`src/rtl/regfile_pkg.sv`:
```
// rtl/regfile_pkg.sv - shared widths, constants and types for the register file
//
// Purpose : single source for the register-file default geometry, the index of
//           the hardwired zero register, and the address/data typedefs used by
//           register_file, Register and any block that talks to them.
// Contents:
//   DATA_WIDTH  default register / data-port width (32)
//   ADDR_WIDTH  default register-address width (5)
//   NUM_REGS    default entry count (2**ADDR_WIDTH)
//   ZERO_REG    index of the hardwired-zero entry (0)
//   reg_addr_t  register index type
//   reg_data_t  register contents type
package regfile_pkg;

    localparam int DATA_WIDTH = 32;
    localparam int ADDR_WIDTH = 5;
    localparam int NUM_REGS   = 2 ** ADDR_WIDTH;
    localparam int ZERO_REG   = 0;

    typedef logic [ADDR_WIDTH-1:0] reg_addr_t;
    typedef logic [DATA_WIDTH-1:0] reg_data_t;

endpackage : regfile_pkg

```
`src/rtl/Register.sv`:
```
// rtl/Register.sv - single storage cell with load enable and async clear
//
// Purpose : one architectural register entry. Loads writeToReg on the rising
//           clock edge when enable is high; holds otherwise. An asserted reset
//           clears the contents immediately, independent of clk.
// Parameters:
//   WIDTH       cell width (defaults to the package data width, 32)
// Ports:
//   writeToReg  in   WIDTH  value to load
//   enable      in   1      load enable, sampled on the rising edge of clk
//   clk         in   1      clock
//   reset       in   1      asynchronous, active-high clear
//   data        out  WIDTH  current contents
module Register #(
    parameter int WIDTH = regfile_pkg::DATA_WIDTH
) (
    input  logic [WIDTH-1:0] writeToReg,
    input  logic             enable,
    input  logic             clk,
    input  logic             reset,
    output logic [WIDTH-1:0] data
);

    logic [WIDTH-1:0] data_q;
    logic [WIDTH-1:0] data_d;

    // Hold unless enabled; the clear path lives in the flop itself.
    always_comb begin
        data_d = data_q;
        if (enable) begin
            data_d = writeToReg;
        end
    end

    always_ff @(posedge clk or posedge reset) begin
        if (reset) begin
            data_q <= '0;
        end else begin
            data_q <= data_d;
        end
    end

    assign data = data_q;

endmodule : Register

```
`src/rtl/register_file.sv`:
```
// rtl/register_file.sv - architectural register file, 2 combinational reads, 1 clocked write
//
// Purpose : NUM_REGS general-purpose registers for the datapath. Entry 0 has no
//           storage and always reads zero. Entries 1..NUM_REGS-1 are Register
//           cells; the write decoder and both read muxes live here.
// Optional feature (macro REGFILE_BYPASS_EN):
//           defined   - each read port returns writeData in the same cycle when
//                       it names the (non-zero) register being written.
//           undefined - reads reflect stored contents only.
//           In both builds an asserted reset forces both read ports to zero.
// Parameters:
//   DATA_WIDTH  register and data-port width (32)
//   ADDR_WIDTH  register-address width (5)
//   NUM_REGS    entry count, must equal 2**ADDR_WIDTH
// Ports:
//   clk        in   1           clock, all writes on its rising edge
//   reset      in   1           asynchronous, active-high clear of every entry
//   regWrite   in   1           write enable
//   writeReg   in   ADDR_WIDTH  destination index
//   writeData  in   DATA_WIDTH  value to store
//   readReg1   in   ADDR_WIDTH  source index, port 1
//   readReg2   in   ADDR_WIDTH  source index, port 2
//   readData1  out  DATA_WIDTH  contents of readReg1
//   readData2  out  DATA_WIDTH  contents of readReg2
module register_file
    import regfile_pkg::*;
#(
    parameter int DATA_WIDTH = regfile_pkg::DATA_WIDTH,
    parameter int ADDR_WIDTH = regfile_pkg::ADDR_WIDTH,
    parameter int NUM_REGS   = 2 ** ADDR_WIDTH
) (
    input  logic                  clk,
    input  logic                  reset,
    input  logic                  regWrite,
    input  logic [ADDR_WIDTH-1:0] writeReg,
    input  logic [DATA_WIDTH-1:0] writeData,
    input  logic [ADDR_WIDTH-1:0] readReg1,
    input  logic [ADDR_WIDTH-1:0] readReg2,
    output logic [DATA_WIDTH-1:0] readData1,
    output logic [DATA_WIDTH-1:0] readData2
);

    localparam logic [ADDR_WIDTH-1:0] ZERO_IDX = ADDR_WIDTH'(ZERO_REG);

    // Stored values, indexed directly by the read addresses. Entry 0 is a
    // constant so the read mux needs no special case for it.
    logic [DATA_WIDTH-1:0] regs_q [NUM_REGS];

    assign regs_q[0] = '0;

    // One cell per real entry. The decode compare is per entry, so at most one
    // enable can be high in any cycle and index 0 never produces one.
    for (genvar k = 1; k < NUM_REGS; k++) begin : g_entry
        logic wr_en;

        assign wr_en = regWrite && (writeReg == ADDR_WIDTH'(k));

        Register #(
            .WIDTH (DATA_WIDTH)
        ) u_reg (
            .writeToReg (writeData),
            .enable     (wr_en),
            .clk        (clk),
            .reset      (reset),
            .data       (regs_q[k])
        );
    end

    logic [DATA_WIDTH-1:0] rd1_d;
    logic [DATA_WIDTH-1:0] rd2_d;

`ifdef REGFILE_BYPASS_EN
    // Write-through: a read of the register being written this cycle sees the
    // incoming value before the edge. Index 0 is excluded so it stays zero.
    logic byp1;
    logic byp2;

    assign byp1 = regWrite && (writeReg != ZERO_IDX) && (writeReg == readReg1);
    assign byp2 = regWrite && (writeReg != ZERO_IDX) && (writeReg == readReg2);

    always_comb begin
        rd1_d = regs_q[readReg1];
        rd2_d = regs_q[readReg2];
        if (byp1) begin
            rd1_d = writeData;
        end
        if (byp2) begin
            rd2_d = writeData;
        end
    end
`else
    always_comb begin
        rd1_d = regs_q[readReg1];
        rd2_d = regs_q[readReg2];
    end
`endif

    // Storage is already clear while reset is high; the gate also keeps any
    // write-through value off the outputs during reset.
    assign readData1 = reset ? '0 : rd1_d;
    assign readData2 = reset ? '0 : rd2_d;

endmodule : register_file

```
`config.mk`:
```
export PLATFORM = sky130hd
export DESIGN_NAME = register_file
export DESIGN_NICKNAME = d
export VERILOG_FILES = /design/src/rtl/regfile_pkg.sv /design/src/rtl/Register.sv /design/src/rtl/register_file.sv
export SDC_FILE = /design/constraint.sdc
export NUM_CORES = 2
export LEC_CHECK = 0
export ABC_AREA = 1
export ABC_CLOCK_PERIOD_IN_PS = 46300
export BUFFER_PORTS_ARGS = -buffer_cell sky130_fd_sc_hd__buf_2
export CAP_MARGIN = 5
export CORE_UTILIZATION = 30
export DETAILED_ROUTE_END_ITERATION = 8
export SYNTH_ARGS = -nofsm -noshare
export SYNTH_HDL_FRONTEND = slang
export SYNTH_SLANG_ARGS = --single-unit
```
`constraint.sdc`:
```
create_clock -name clk -period 46.3 [get_ports clk]
set_input_delay 9.26 -clock clk [delete_from_list [all_inputs] [get_ports clk]]
set_output_delay 9.26 -clock clk [all_outputs]
set_load 0.01 [all_outputs]
```
==> impl_results.md <==
* Status: finished clean
* Post-DR wirelength/cell at 20.8 um
* Root Driver: clkbuf_16
* Setup crit end kind: primary output
* Syn_nets at 8,905
* Post-route ant nets at 0
* Top Ports at around 110
* Clock sink total at 992
* Worst-case clock buffer depth at 3
* DRT iter0 DRCs at 6,772
* Crit path launch type: input pin
* Post-CTS resize count at 0
* Tot GR Track Use at around 23%
* Die width at 443 um
* Final Net Count at 8,503
* Slowest stage delay, CP at roughly 0.85 ns
* Site Rows at roughly 160
* Clock transition at path regs at around 0.060 ns
* Drt first pass iters at 8
* Initial core utilization at between 30% and 40%
* Synthesis warning total at 0
* Post-layout min period at between 20 and 25 ns
* Cells after Synth at 8,855
* Port buffer count at 113
* Endpoints failing setup at 0
* Crit-path cells: buf_8, inv_8, buf_4, buf_4, buf_4, nand2_1, nand3_1, nand2_1, nand2_1, nand3_1, nand3_1, nand2_1, nor2_1, buf_2
* Gpl congestion at between 0.8 and 0.9
* Final WL at 230 mm
* Die height at 443 um
* Tightest Pin Transition at roughly 1.2 ns
* Relative slew slack at a little under a fifth
* Largest register FFs at 992
* Post-CTS Hold Buffers at 0
* Die area at ~0.20 mm2
* Post-route cell area at 0.0636 mm2
* CP dominant cell by count: nand2_1
* Leakage at 32.4 nW
* Power density cells at 41.0 mW/mm2
* VDD IR max at 0.0306 mV
* CTS Buf Count at between 100 and 150
* Cell variety after synth at 20
* Synthesized area at 0.0582 mm2
* Critical path arrival at 13.64 ns
* Setup TNS Final at 0 ns
* Final Cycle Share at 49.5%
* RSZ-0062 raised after global routing: no
* Worst-skew pair later-pin latency at 0.74 ns
* Commonest non-fill, non-tap cell in the layout: nand2_1
* H-tree levels at 3
* Final hold vios at 0
* Global route overflow at 0
* Vias/cell at around 5.3
* Vias in the first global route at 55,600
* Crit path max fanout at approximately 140
* Core ar. at 0.193 mm2
* CP Data Required Time at 37.04 ns
* CTS tree: done
* Post-synthesis sequential area ratio at 42.6%
* #FFs+latches synth at 992
* Initial antenna violation count at 19
* Setup CP Type: in -> out
* Largest net degree at the start of global routing at 183
* Slew Viols, Final at 0
* Syn_area_per_cell at 6.57 um2
* Hold Crit Class: reg -> reg
* Dpl hpwl at between 100 and 150 mm
* First-pass GRT wire length at approximately 350 mm
* Fin Clk Skew at 0 ns
* Vias at 58,300
* Commonest cells after routing, fill and taps aside: 3,300 x nand2_1, 1,664 x nand3_1, 992 x dfrtp_1, 879 x o21ai_0, 868 x inv_1
* Critical path's slowest cell: buf_4
* Max Freq at 43.7 MHz
* DRC errors left at 0
* DP Area at roughly 0.060 mm2
* Fraction of layout cells with a size suffix above 1 at 5.16%
* Setup Buffers After CTS at 0
* Area delta synth->final at 9.30%
* Max Cap Viol at 0
## final timing paths
| kind | start | end | slack [ns] | depth (start not counted) |
|---|---|---|---|---|
| worst max-delay path | readReg2[0] | readData2[17] | 23.40 | 14 |
| worst min-delay path | g_entry[19].u_reg.data[8]$_DFFE_PP0P_ | g_entry[19].u_reg.data[8]$_DFFE_PP0P_ | 0.48 | 2 |
| worst max register to register | g_entry[6].u_reg.data[21]$_DFFE_PP0P_ | g_entry[6].u_reg.data[21]$_DFFE_PP0P_ | 45.52 | 2 |
| worst min register to register | g_entry[19].u_reg.data[8]$_DFFE_PP0P_ | g_entry[19].u_reg.data[8]$_DFFE_PP0P_ | 0.48 | 2 |
| max in group asynchronous | reset | g_entry[19].u_reg.data[14]$_DFFE_PP0P_ | 34.74 | 5 |
| min in group asynchronous | reset | g_entry[31].u_reg.data[0]$_DFFE_PP0P_ | 8.58 | 2 |
## report_power, final
part	switching (W)	leakage, nW	internal, W
sequential	0.0000912	12.9	0.00103
clock	0.000382	1.86	0.000542
combinational	0.000377	17.6	0.000187
## through the flow
stage / std cells / power [W] / hold WS, ns / utilization [%] / setup WS, ns
after floorplan: 8855 / 0.00154 / 0.453 / - / 13.83
after global placement: 10900 / 0.00167 / 0.466 / 31.1 / 23.56
after detailed placement: 10900 / 0.00169 / 0.472 / 31.1 / 23.57
after CTS: 11100 / 0.00262 / 0.487 / 33.0 / 23.56
after global routing: 11100 / 0.00276 / 0.498 / 33.0 / 23.27
final: 11100 / 0.00261 / 0.482 / 33.0 / 23.40
## routing by layer
| layer | share of wire, % | global-route usage, % | vias up | routed length, um |
|---|---|---|---|---|
| met2 | 44 | 36.6 | 3087 | 102000 |
| li1 | - | - | 27100 | - |
| met1 | 40 | 29.1 | 27500 | 91800 |
| met4 | 6.8 | 14.6 | 2 | 15700 |
| met5 | 0.0057 | 0 | - | 13 |
| met3 | 8.9 | 4.01 | 658 | 20400 |
## critical path, delay by kind of cell
family,cells,cell delay [ns]
and+or+nand+nor,8,0.85
buffers and inverters,6,3.35
## cells by family after synthesis
logic type,Yosys count,synth area share (%)
flops,992,42.6
simple gates,5269,37.8
compound gates,992,8.53
buf+inv,1602,11.1
## Yosys cell counts (all sizes together)
cell type,n,area (um2)
buf,349,1740
nor2,272,1060
clkbuf,368,1380
o21ai,992,4960
inv,883,3310
clkinv,2,7.51
nor4,1,12.5
or2,1,8.76
nand2,3325,12500
nand3,1670,8380
dfrtp,992,24800
## cell type report
class | instances | area (um2)
antenna | 11 | 27.5
clock buffer | 166 | 3290
clock inverter | 37 | 460
fill | 20800 | 129000
inverter | 885 | 3370
multi-input combinational | 6261 | 27200
sequential | 992 | 24800
tap | 2526 | 3160
timing repair buffer | 203 | 1350
(Power assumes the default switching activity.)
